$ cat src/rtl/acc_sequencer.sv
// acc_sequencer: multicycle fetch/decode/execute controller for the accumulator datapath.
// Define SEQ_TIMEOUT_EN to enable the ack-wait timeout and the sticky timeout_err flag.
module acc_sequencer #(
  parameter int unsigned DW      = 8,
  parameter int unsigned AW      = 4,
  parameter int unsigned TIMEOUT = 15
) (
  input  logic          clk,
  input  logic          rstn,
  input  logic          start,
  output logic          mem_req,
  output logic          mem_we,
  output logic [AW-1:0] mem_addr,
  output logic [DW-1:0] mem_wdata,
  input  logic          mem_ack,
  input  logic [DW-1:0] mem_rdata,
  input  logic [DW-1:0] acc_val,
  output logic          acu_ce,
  output logic [1:0]    acu_src,
  output logic [2:0]    alu_op,
  output logic [DW-1:0] imm,
  output logic [AW-1:0] pc,
  output logic          busy,
  output logic          halted,
  output logic          illegal,
  output logic          timeout_err
);

  typedef enum logic [2:0] {
    S_IDLE,
    S_FETCH,
    S_DECODE,
    S_OPERAND,
    S_STORE,
    S_HALT
  } state_t;

  localparam logic [3:0] OP_NOP = 4'h0;
  localparam logic [3:0] OP_LDI = 4'h1;
  localparam logic [3:0] OP_LD  = 4'h2;
  localparam logic [3:0] OP_ADD = 4'h3;
  localparam logic [3:0] OP_SUB = 4'h4;
  localparam logic [3:0] OP_AND = 4'h5;
  localparam logic [3:0] OP_OR  = 4'h6;
  localparam logic [3:0] OP_XOR = 4'h7;
  localparam logic [3:0] OP_ST  = 4'h8;
  localparam logic [3:0] OP_JMP = 4'h9;
  localparam logic [3:0] OP_JZ  = 4'hA;
  localparam logic [3:0] OP_HLT = 4'hF;

  if ((AW > DW - 4) || (TIMEOUT == 0)) begin : g_bad_params
    $error("acc_sequencer: AW must not exceed DW-4 and TIMEOUT must be non-zero");
  end

  state_t        state_q, state_d;
  logic [AW-1:0] pc_q, pc_d;
  logic [DW-1:0] ir_q, ir_d;
  logic [3:0]    opcode;
  logic [AW-1:0] operand;
  logic          req_state;
  logic          timeout_hit;

  assign opcode    = ir_q[DW-1:DW-4];
  assign operand   = ir_q[AW-1:0];
  assign req_state = (state_q == S_FETCH) || (state_q == S_OPERAND) || (state_q == S_STORE);

  assign imm    = {{(DW-AW){1'b0}}, operand};
  assign pc     = pc_q;
  assign busy   = (state_q != S_IDLE) && (state_q != S_HALT);
  assign halted = (state_q == S_HALT);

  always_ff @(posedge clk or negedge rstn) begin
    if (!rstn) begin
      state_q <= S_IDLE;
      pc_q    <= '0;
      ir_q    <= '0;
    end else begin
      state_q <= state_d;
      pc_q    <= pc_d;
      ir_q    <= ir_d;
    end
  end

  always_comb begin
    state_d   = state_q;
    pc_d      = pc_q;
    ir_d      = ir_q;
    mem_req   = 1'b0;
    mem_we    = 1'b0;
    mem_addr  = '0;
    mem_wdata = '0;
    acu_ce    = 1'b0;
    acu_src   = 2'd0;
    alu_op    = 3'd0;
    illegal   = 1'b0;
    case (state_q)
      S_IDLE: if (start) state_d = S_FETCH;
      S_FETCH: begin
        mem_req  = 1'b1;
        mem_addr = pc_q;
        if (mem_ack) begin
          ir_d    = mem_rdata;
          pc_d    = pc_q + {{(AW-1){1'b0}}, 1'b1};
          state_d = S_DECODE;
        end
      end
      S_DECODE: begin
        state_d = S_FETCH;
        case (opcode)
          OP_NOP: ;
          OP_LDI: begin
            acu_ce  = 1'b1;
            acu_src = 2'd2;
          end
          OP_LD, OP_ADD, OP_SUB, OP_AND, OP_OR, OP_XOR: state_d = S_OPERAND;
          OP_ST:  state_d = S_STORE;
          OP_JMP: pc_d = operand;
          OP_JZ:  if (acc_val == '0) pc_d = operand;
          OP_HLT: state_d = S_HALT;
          default: illegal = 1'b1;
        endcase
      end
      S_OPERAND: begin
        mem_req  = 1'b1;
        mem_addr = operand;
        if (mem_ack) begin
          acu_ce = 1'b1;
          if (opcode == OP_LD) acu_src = 2'd1;
          else                 alu_op  = 3'(opcode - OP_ADD);
          state_d = S_FETCH;
        end
      end
      S_STORE: begin
        mem_req   = 1'b1;
        mem_we    = 1'b1;
        mem_addr  = operand;
        mem_wdata = acc_val;
        if (mem_ack) state_d = S_FETCH;
      end
      S_HALT: if (start) state_d = S_FETCH;
      default: state_d = S_IDLE;
    endcase
    // An ack in the limit cycle takes the normal path above.
    if (req_state && !mem_ack && timeout_hit) state_d = S_HALT;
  end

`ifdef SEQ_TIMEOUT_EN
  localparam int unsigned CW = $clog2(TIMEOUT + 1);
  logic [CW-1:0] wait_q;
  logic          terr_q;

  always_ff @(posedge clk or negedge rstn) begin
    if (!rstn) begin
      wait_q <= '0;
      terr_q <= 1'b0;
    end else begin
      if (!req_state || mem_ack) wait_q <= '0;
      else                       wait_q <= wait_q + 1'b1;
      if (req_state && !mem_ack && timeout_hit) terr_q <= 1'b1;
    end
  end

  assign timeout_hit = (wait_q == CW'(TIMEOUT - 1));
  assign timeout_err = terr_q;
`else
  assign timeout_hit = 1'b0;
  assign timeout_err = 1'b0;
`endif

endmodule

$ cat config.mk
export PLATFORM = sky130hd
export DESIGN_NAME = acc_sequencer
export DESIGN_NICKNAME = d
export VERILOG_FILES = /design/src/rtl/acc_sequencer.sv
export SDC_FILE = /design/constraint.sdc
export NUM_CORES = 1
export LEC_CHECK = 0
export ABC_CLOCK_PERIOD_IN_PS = 1900
export BUFFER_PORTS_ARGS = -buffer_cell sky130_fd_sc_hd__buf_4
export CORE_MARGIN = 1
export CORE_UTILIZATION = 27
export CTS_CLUSTER_SIZE = 12
export DETAILED_ROUTE_END_ITERATION = 8
export SLEW_MARGIN = 10
export SYNTH_ARGS = -nofsm -noshare
export SYNTH_HDL_FRONTEND = slang
export SYNTH_SLANG_ARGS = --single-unit
$ cat constraint.sdc
create_clock -name clk -period 1.9 [get_ports clk]
set_input_delay 0 -clock clk [delete_from_list [all_inputs] [get_ports clk]]
set_output_delay 0 -clock clk [all_outputs]
set_load 0.005 [all_outputs]
* Yosys cells after proc, flatten, opt, wreduce, memory -nomap -nowiden
Index checks and enable logic that the tools add are counted.
** Cells by class
- Add/subtract/negate cells :: 2
- Multipliers :: 0
- Div/mod/pow operators :: 0
- Magnitude comparators :: 0
- Eq/ne operators :: 22
- Shift operators :: 0
- Multiplexer cells :: 25
- Bitwise gates (word level) :: 0
- Reduce and logical (&&, ||, !) cells :: 14
** Operator list (number)
- case mux 4 bit (2 select lines) :: 3
- two-way mux 3 bit :: 6
- == test 4 x 3 -> 1 bit, second input constant :: 4
- == test 4 bit, second input constant :: 4
- case mux 3 bit (4 select lines) :: 1
- OR reduction 12 bit :: 1
- case mux 3 bit (3 select lines) :: 1
- == test 4 x 2 -> 1 bit, second input constant :: 2
- logical NOT 8 bit :: 1
- two-way mux 1 bit :: 8
- two-way mux 4 bit :: 2
- two-way mux 8 bit :: 1
- == test 3 x 2 -> 1 bit, second input constant :: 2
- == test 3 bit, second input constant :: 2
- inequality test 3 bit, second input constant :: 2
- OR reduction 6 bit :: 1
- adder 4 x 1 -> 4 bit, second input constant :: 1
- == test 4 x 1 -> 1 bit, second input constant :: 1
- logical NOT 4 bit :: 1
- inequality test 2 x 1 -> 1 bit, second input constant :: 2
- case mux 2 bit (2 select lines) :: 1
- AND reduction 4 bit :: 1
- OR reduction 2 bit :: 2
- == test 3 x 1 -> 1 bit, second input constant :: 1
- 12 further kinds :: 12
** Storage, ports and cells
- Bits in registers :: 15
- Bits in latches :: 0
- Memory bits (writable) :: 0
- ROM bits :: 0
- Bits of input ports :: 20
- Output and inout port bits :: 36
- Memories kept :: 0

* Depth between registers and ports, before layout
Gate-level depths: netlist of the first run.
- Word-level depth :: 4
- Mapped depth :: 7

* Worst setup path after synthesis of the first run
No wires, ideal clock.
- Path type :: reg2reg
- Start point :: reg state_q[2]
- End point :: reg pc_q[0] (netlist: pc[0])
- Setup time :: 132 ps
- Data arrival time :: 1337 ps
- Required time :: 1768 ps
- Slack :: 430 ps
- Cell stages (with the launch flop) :: 7
- Buffers on the path :: 1
- Period minus slack after synthesis :: 1470 ps
- Cell sequence :: dfrtp_1 -> buf_6 -> nand4bb_1 -> nor3_1 -> o22ai_2 -> mux2i_1 -> o21ai_1
** On the way
- Cells in the longest elaborated chain, start to end :: 3
** Ends and longest elaborated chain
- start: declaration :: line 55 : state_t state_q, state_d;
- start signal: assignment :: line 78 : state_q <= state_d;
- == test 3 x 2 -> 1 bit / == test 3 x 1 -> 1 bit (equally long branches) :: line 96 : case (state_q)
- inequality test 3 x 2 -> 1 bit (no line) (tied with other cells)
- AND reduction 4 bit (no line)
- end signal: assignment :: line 79 : pc_q <= pc_d;
- end: declaration :: line 56 : logic [AW-1:0] pc_q, pc_d;
Parallel ways exist; a longest one is shown, timed or not.
A chain may end at the register's enable or synchronous reset.

* Final worst setup path of the first run
- Start point :: reg state_q[1]
- End point :: out acu_ce
** On the way
- Cells in the longest elaborated chain, start to end :: 2
** Ends and longest elaborated chain
- == test 3 x 2 -> 1 bit :: line 96
- case mux 1 bit (2 select lines) (*) :: line 96
- end: declaration :: line 18 : output logic acu_ce,
Every way passes the cells marked *; elsewhere a longest branch is shown, timed or not.

==> results of run 1 <==
## per-stage QoR
step,total power [mW],setup WS [ps]
floorplan,1.578,430.3
global placement,2.010,165.9
detailed placement,2.024,178.0
CTS,2.312,30.32
global route,2.504,76.59
finish,2.288,203.8
## cell usage in the layout, fill, tap and decap left out, types with 6 or more instances in the layout
cell type / instances
buf_4: 56
nor2_1: 13
dfrtp_1: 13
nand2_1: 10
o21ai_0: 9
mux2_2: 9
dlygate4sd3_1: 9
and2_1: 7
mux2i_1: 6
o21ai_1: 6
## repair_timing
item	CTS	global route
hold buffers	9	0
setup endpoints to repair	0	10
endpoints found under the hold margin	23	0
resized for setup	0	3
## cells by family after synthesis
group / count (synthesis) / share of synthesized area [%]
and+or+nand+nor: 55 / 26.10
AOI/OAI and AO/OA: 26 / 12.62
buffers and inverters: 19 / 12.51
muxes: 15 / 13.80
DFF: 15 / 32.09
xor gates and xnor gates: 2 / 1.498
adders and majority gates: 1 / 1.069
other: 1 / 0.3205
## worst max path at each step
stage,startpoint,endpoint,slack (ps),cells after the start
2_1_floorplan,state_q[2]$_DFFE_PN0P_,pc[0]$_DFFE_PN0P_,430,6
3_3_place_gp,ir_q[5]$_DFFE_PN0P_,pc[0]$_DFFE_PN0P_,170,5
6_report,state_q[1]$_DFFE_PN0P_,acu_ce,200,6
5_1_grt,state_q[0]$_DFFE_PN0P_,pc[0]$_DFFE_PN0P_,80,4
4_1_cts,state_q[1]$_DFFE_PN0P_,mem_addr[3],30,6
3_5_place_dp,ir_q[5]$_DFFE_PN0P_,pc[0]$_DFFE_PN0P_,180,5
## flip-flops by register name, summed over array words and instances (netlist names)
signal	cells
ir_q	8
pc	4
state_q	3
## layout make-up
class | instances | area, um^2 | share of cell area [%]
clock inverters | 1 | 5.005 | 0.2996
clock buffers | 3 | 41.29 | 2.472
well taps | 50 | 62.56 | 3.745
inverters | 2 | 7.507 | 0.4494
repair buffers | 65 | 510.5 | 30.56
flip-flops and latches | 15 | 377.9 | 22.62
multi-input cells | 104 | 665.6 | 39.85
## Yosys cell counts, types with 2 or more instances
master,instances
a21oi_1,5
and2_1,7
buf_2,2
buf_4,10
buf_6,2
clkbuf_8,2
dfrtp_1,15
inv_1,2
mux2_2,9
mux2i_1,6
nand2_1,10
nand2b_1,4
nor2_1,14
nor2b_1,3
nor3_1,4
nor3b_1,3
o21ai_0,9
o21ai_1,6
or4_1,2
## report_power, final
part           internal [mW]  total, mW  switching (mW)  leakage (nW)
Sequential             0.479      0.743           0.264         0.177
Combinational          0.732       1.28           0.552         0.574
Clock                  0.145      0.261           0.116        0.0255
Total                   1.36       2.29           0.932         0.777
## critical path: cells and delay by family (launching register included)
family,cells,cell delay [ps]
and+or+nand+nor,4,640
DFF,1,490
buffers and inverters,2,310
## metal layers
layer | routed length (um) | global-route usage, % | part of all wire, % | vias up
li1 | - | - | - | 557
met1 | 1287 | 15.74 | 44 | 492
met2 | 1285 | 21.78 | 44 | 49
met3 | 274 | 2.000 | 9.4 | 5
met4 | 55 | 7.292 | 1.9 | 0
met5 | 0 | 0 | 0 | -
==> impl_metrics.tcl, run 1 <==
set metrics [dict create \
    drt_first_pass_iters 4 \
    critical_path_class "reg -> out" \
    clk_latency_ps 250 \
    synth-seq-area-share_pct 32.09 \
    hold_path_end "state_q[1]$_DFFE_PN0P_" \
    fp.dieH_um 67.83 \
    antenna_found_initial 0 \
    drtAntennaViolNets 0 \
    cts-buffers-inserted 3 \
    synthCells 134 \
    power_density_nw_per_um2 1370 \
    hpwl_mm 2.197 \
    path_clk_slew_ps 60 \
    finalSetupViolCount 0 \
    grt_max_degree 16 \
    r2r-end "pc[0]$_DFFE_PN0P_" \
    cts_setup_buffers 0 \
    htreeDepth 1 \
    path_max_fanout 12 \
    fin_crit_ps 1696 \
    max_stage_delay_ps 490 \
    post-route-util_pct 40.88 \
    wl_mm 2.903 \
    cts_sinks 15 \
    syn2layout_area_growth_pct 42.78 \
    syn_area_um2 1170 \
    io_pins 56 \
    start_util_pct 28.63 \
    synth_top_area_share_pct 32.09 \
    slowest_stage "dfrtp_2" \
    cts_tree "built" \
    clock_path_buffers 2 \
    core_area_um2 4086 \
    cp-end-kind "output pin" \
    finalNetCount 212 \
    synth_edf_count 0 \
    rows 23 \
    finalCritPeriodShare_pct 89.27 \
    clock_skew_ps 1.461 \
    synthTopCellsByArea "dfrtp_1 (32%), mux2_2 (8.7%), buf_4 (6.4%)" \
    stdcell_count 240 \
    fp.dieW_um 67.83 \
    r2r_start "state_q[0]$_DFFE_PN0P_" \
    start_kind "flop" \
    hp-class "in -> reg" \
    vias 1103 \
    syn_avg_cell_area_um2 8.730 \
    synth.distinct_cells 38 \
    numPlacedInstances 227 \
    max_cap_violations 0 \
    hold_path.startpoint "mem_ack" \
    arrival_ps 1700 \
    drtIter0Drc 37 \
    wire_per_inst_um 12.10 \
    worstPathCellList "nor2b_1 -> nor2b_1 -> buf_4 -> and4b_1 -> nand2b_1 -> buf_4" \
    rsz0062_at_grt "no" \
    vdd_drop_max_uv 599.1 \
    synth_ff_type "dfrtp_1" \
    tns_ps 0 \
    drc 0 \
    die_area_um2 4600 \
    grt_usage_pct 12.99 \
    reg2reg_depth 5 \
    placed_area_um2 1529 \
    place.gp.congestion 0.7754 \
    crit_required_ps 1900 \
    max_freq_mhz 589.6 \
    cts_root_buffer "clkbuf_8" \
    hold_violations 0 \
    grt-ovfl-total 0 \
    async_flop_share_pct 100.0 \
    timing.hold.ws_ps 133.3 \
    grt_pass1_wl_mm 4.498 \
    min_path_cells 3 \
    status "complete, no violations" \
    viasPerCell 4.596 \
    fin_area_um2 1670 \
    antenna_cells 0 \
    drv_slew 0 \
    yosysWarnings 0 \
    synth_seq_cells 15 \
    reg2reg_slack_ps 240 \
    yosys.area.top_type "dfrtp_1" \
    num-fill-cells 428 \
    p_leak_nw 0.7770 \
    final_layout_size_suffix_gt1_share_pct 40.00 \
    io_buffers 50 \
    first_global_vias 1012 \
]
Note: power is estimated with default switching activity, not from simulation.
==> run 2, diff against run 1 <==
Settings changed: CAP_MARGIN set to 25, REMOVE_ABC_BUFFERS set to 1.
==> run 2 against run 1 <==
Compared with the run above: combinational power down 5%; global-route usage down 0.30 points; power down 2.4%; sequential cell count unchanged; core utilization down 0.25 points; worst hold slack worse by 31 ps; worst setup slack worse by 10 ps; die area unchanged; clock power up 3%; critical endpoint is now mem_addr[2]; largest cell class unchanged; highest routed layer unchanged.
==> impl_metrics.tcl, run 2 (synthesis gave the netlist of run 1 again) <==
set metrics [dict create \
    status "complete, no violations" \
    vias 1068 \
    finalSetupViolCount 0 \
    max_flop_register "ir_q" \
    cp-end-kind "output pin" \
    max_cap_violations 0 \
    arrival_ps 1710 \
    first_global_vias 979 \
    fin_crit_ps 1706 \
    finalCritPeriodShare_pct 89.81 \
    cts_setup_buffers 0 \
    r2r-end "pc[0]$_DFFE_PN0P_" \
    vdd_drop_max_uv 432.3 \
    hold_buffers 9 \
    place.gp.congestion 0.8056 \
    grt-ovfl-total 0 \
    fp.dieW_um 67.83 \
    antenna_found_initial 0 \
    viasPerCell 4.469 \
    max_freq_mhz 586.0 \
    power_density_nw_per_um2 1345 \
    hp-class "in -> reg" \
    reg2reg_slack_ps 260 \
    final_layout_size_suffix_gt1_share_pct 38.10 \
    io_pins 56 \
    largest_reg_flops 8 \
    start_kind "flop" \
    p_leak_nw 0.7712 \
    multi_input_area_um2 663.1 \
    drv_slew 0 \
    hold_violations 0 \
    hold_path_end "state_q[1]$_DFFE_PN0P_" \
    finalNetCount 211 \
    drtIter0Drc 67 \
    clk_latency_ps 250 \
    rsz0062_at_grt "no" \
    fp.dieH_um 67.83 \
    wire_per_inst_um 11.03 \
    clock_path_buffers 2 \
    path_clk_slew_ps 60 \
    regArea_um2 375.4 \
    hold_path.startpoint "mem_ack" \
    hpwl_mm 2.048 \
    cts-buffers-inserted 3 \
    grt_max_degree 16 \
    core_area_um2 4086 \
    cts_sinks 15 \
    tns_ps 0 \
    mostFrequentLayoutCell "buf_4" \
    crit_required_ps 1900 \
    min_path_cells 3 \
    syn2layout_area_growth_pct 41.92 \
    r2r_start "state_q[0]$_DFFE_PN0P_" \
    io_buffers 50 \
    mostFrequentLayoutCells "buf_4 (55), dfrtp_1 (15), nor2_1 (14)" \
    htreeDepth 1 \
    antenna_cells 0 \
    clock_skew_ps 5.354 \
    setup_ws_ps 193.6 \
    dpl_worst_slack_ps 265.6 \
    wl_mm 2.636 \
    cts_resized 0 \
    grt_pass1_wl_mm 4.395 \
    grt_usage_pct 12.69 \
    start_util_pct 28.63 \
    cts_tree "built" \
    rows 23 \
    path_max_fanout 10 \
    drt_first_pass_iters 4 \
    reg2reg_depth 4 \
    drtAntennaViolNets 0 \
    critical_path_class "reg -> out" \
    die_area_um2 4600 \
    cts_root_buffer "clkbuf_8" \
    drc 0 \
    num-fill-cells 435 \
]
run 2: worst max-delay path by stage:
stage                                start           endpoint  cells after the start
floorplan           state_q[1]$_DFFE_PN0P_  pc[1]$_DFFE_PN0P_                      4
global placement    state_q[0]$_DFFE_PN0P_  pc[0]$_DFFE_PN0P_                      4
detailed placement  state_q[0]$_DFFE_PN0P_  pc[0]$_DFFE_PN0P_                      4
CTS                 state_q[1]$_DFFE_PN0P_        mem_addr[2]                      7
global route        state_q[0]$_DFFE_PN0P_             acu_ce                      6
finish              state_q[1]$_DFFE_PN0P_        mem_addr[2]                      7
run 2: layout make-up:
type | instances | share of cell area, %
multi-input combinational | 104 | 39.94
clock buffer | 3 | 2.487
inverter | 2 | 0.4521
timing repair buffer | 64 | 30.29
clock inverter | 1 | 0.4521
tap | 50 | 3.768
sequential | 15 | 22.61
run 2: per-layer routing:
layer	wire length, um	part of all wire [%]	GRT usage, %
met5	0	0	0
met4	34	1.3	4.688
met1	1226	47	16.82
met3	183	6.9	3.000
met2	1191	45	19.93
run 2: report_power, final:
part,switching [mW],internal [mW],total (mW)
clock,0.121,0.147,0.269
combinational,0.502,0.704,1.21
sequential,0.285,0.474,0.758
total,0.908,1.33,2.23
run 2: through the flow:
stage / util, % / instance area (um^2) / power (mW) / cells / hold slack, ps
6_report: 40.63 / 1660 / 2.233 / 239 / 102.7
2_1_floorplan: - / 1046 / 1.399 / 121 / -295.6
3_3_place_gp: 37.23 / 1521 / 1.957 / 226 / -130.5
4_1_cts: 40.63 / 1660 / 2.258 / 239 / 97.80
5_1_grt: 40.63 / 1660 / 2.462 / 239 / 103.8
3_5_place_dp: 37.23 / 1521 / 1.968 / 226 / -133.6
run 2: critical path: stages (launching register included):
cell and delay (ps):
dfrtp_1 450, buf_4 210, nand2b_1 200, nor2_1 150, buf_4 160, nand2_1 50, o21ai_0 90, buf_4 150
==> run 3, diff against run 2 <==
Settings changed: BUFFER_PORTS_ARGS -buffer_cell sky130_fd_sc_hd__buf_4 to -buffer_cell sky130_fd_sc_hd__buf_2, CTS_CLUSTER_DIAMETER set to 80.
==> run 3 against run 2 <==
Compared with the run above: count of clock-buffer cells in the layout stayed put; fmax down 1.6%; cell count down 0.42%; worst hold slack got worse by 1.7 ps; sequential share of layout area is 2.0 points higher; sequential cell count unchanged; global-route usage rose by 0.057 points; register-to-register slack about the same; critical path depth shrank 1; worst setup slack worse by 27 ps; cell area shrank 8.0%; critical endpoint is now acu_ce.
==> impl_metrics.tcl, run 3 (synthesis gave the netlist of run 1 again) <==
set metrics [dict create \
    drc 0 \
    hp-class "in -> reg" \
    io_buffers 50 \
    antenna_cells 0 \
    clk_latency_ps 250 \
    grt_max_degree 16 \
    mostFrequentLayoutCell "buf_2" \
    cp-end-kind "output pin" \
    fin_crit_ps 1733 \
    clock_path_buffers 2 \
    critical_path_class "reg -> out" \
    arrival_ps 1730 \
    vdd_drop_max_uv 393.6 \
    total_power_mw 2.104 \
    fp.dieW_um 67.83 \
    status "complete, no violations" \
    cts-buffers-inserted 3 \
    hold_violations 0 \
    startpoint "state_q[1]$_DFFE_PN0P_" \
    hpwl_mm 2.070 \
    dpl_worst_slack_ps 282.8 \
    max_stage_delay_ps 530 \
    cts_setup_buffers 0 \
    r2r_start "state_q[0]$_DFFE_PN0P_" \
    grt_pass1_wl_mm 4.367 \
    path_clk_slew_ps 60 \
    place.gp.congestion 0.8113 \
    max_freq_mhz 576.9 \
    path_max_fanout 10 \
    max_cap_violations 0 \
    drv_slew 0 \
    drtIter0Drc 92 \
    max_flop_register "ir_q" \
    final_layout_size_suffix_gt1_share_pct 38.30 \
    rows 23 \
    placed_area_um2 1389 \
    cts_tree "built" \
    tns_ps 0 \
    fin_area_um2 1528 \
    finalSetupViolCount 0 \
    syn2layout_area_growth_pct 30.59 \
    reg2reg_depth 4 \
    hold_path.startpoint "mem_ack" \
    finalCritPeriodShare_pct 91.23 \
    wl_mm 2.677 \
    min_path_cells 3 \
    clock_skew_ps 3.137 \
    cts_sinks 15 \
    grt_usage_pct 12.75 \
    rsz0062_at_grt "no" \
    fp.dieH_um 67.83 \
    r2r-end "pc[0]$_DFFE_PN0P_" \
    hold_path_end "state_q[1]$_DFFE_PN0P_" \
    reg2reg_slack_ps 260 \
    core_area_um2 4086 \
    setup_ws_ps 166.7 \
    first_global_vias 987 \
    htreeDepth 1 \
    crit_required_ps 1900 \
    slowest_stage "dfrtp_1" \
    io_pins 56 \
    critPathTopFamily "simple AND/OR/NAND/NOR gates" \
    start_util_pct 28.63 \
    drt_first_pass_iters 4 \
    antenna_found_initial 0 \
    cts_root_buffer "clkbuf_8" \
    worstPathCellList "nor2b_1 -> nor2b_1 -> buf_4 -> and4b_1 -> nand2b_1 -> buf_2" \
    p_leak_nw 0.7436 \
    wire_per_inst_um 11.25 \
    viasPerCell 4.672 \
    die_area_um2 4600 \
    path_buf_inv 2 \
    finalNetCount 210 \
    power_density_nw_per_um2 1377 \
    drtAntennaViolNets 0 \
    vias 1112 \
    grt-ovfl-total 0 \
    num-fill-cells 434 \
    largest_reg_flops 8 \
    mostFrequentLayoutCells "buf_2 (50), dfrtp_1 (15), nor2_1 (13)" \
    cpMostUsedCell "nor2b_1" \
    start_kind "flop" \
]
==> run 3: cell count changes in the layout (fill, tap and decap cells not counted) <==
| cell | before | now |
|---|---|---|
| clkinvlp_4 | 1 | 0 |
| nor2_2 | 0 | 1 |
| buf_2 | 0 | 50 |
| buf_4 | 55 | 4 |
| clkinv_2 | 0 | 1 |
| nor2_1 | 14 | 13 |
==> run 3: tightest hold or removal path, stage by stage <==
cell and delay, ps:
buf_2 120, a21oi_1 140, a211oi_1 60
==> run 3: power breakdown <==
part	total, mW	switching, mW	internal, mW
Combinational	1.07	0.483	0.585
Sequential	0.765	0.292	0.473
Clock	0.270	0.125	0.145
==> run 3: worst max path at each step <==
stage / to / slack (ps) / cells after the start
6_report: acu_ce / 170 / 6
5_1_grt: acu_ce / 30 / 6
4_1_cts: mem_wdata[2] / 60 / 5
3_5_place_dp: pc[0]$_DFFE_PN0P_ / 280 / 4
3_3_place_gp: pc[0]$_DFFE_PN0P_ / 310 / 4
2_1_floorplan: pc[1]$_DFFE_PN0P_ / 260 / 4
==> run 3: cell type report <==
type / instances / area (um^2) / area share (%)
Multi-Input combinational cell: 104 / 665.6 / 43.57
Sequential cell: 15 / 375.4 / 24.57
Timing Repair Buffer: 63 / 370.4 / 24.24
Tap cell: 50 / 62.56 / 4.095
Clock buffer: 3 / 41.29 / 2.703
Inverter: 2 / 7.507 / 0.4914
Clock inverter: 1 / 5.005 / 0.3276
==> run 3: per-layer routing <==
layer | GRT usage (%) | vias up | part of all wire (%)
li1 | - | 558 | -
met1 | 16.26 | 499 | 48
met2 | 20.67 | 49 | 43
met3 | 2.667 | 6 | 7.1
met4 | 5.469 | 0 | 1.5
met5 | 0 | - | 0
==> run 3: timing repair <==
action	in CTS	in global routing
setup endpoints to repair	0	8
hold endpoints to repair	23	0
resized for setup	0	1
hold buffers	9	0
==> run 3: per-stage QoR <==
step / cells / hold WS, ps / util [%]
2_1_floorplan: 121 / -295.6 / -
3_3_place_gp: 225 / -66.27 / 33.99
3_5_place_dp: 225 / -65.11 / 33.99
4_1_cts: 238 / 99.32 / 37.32
5_1_grt: 238 / 124.9 / 37.39
6_report: 238 / 101.0 / 37.39
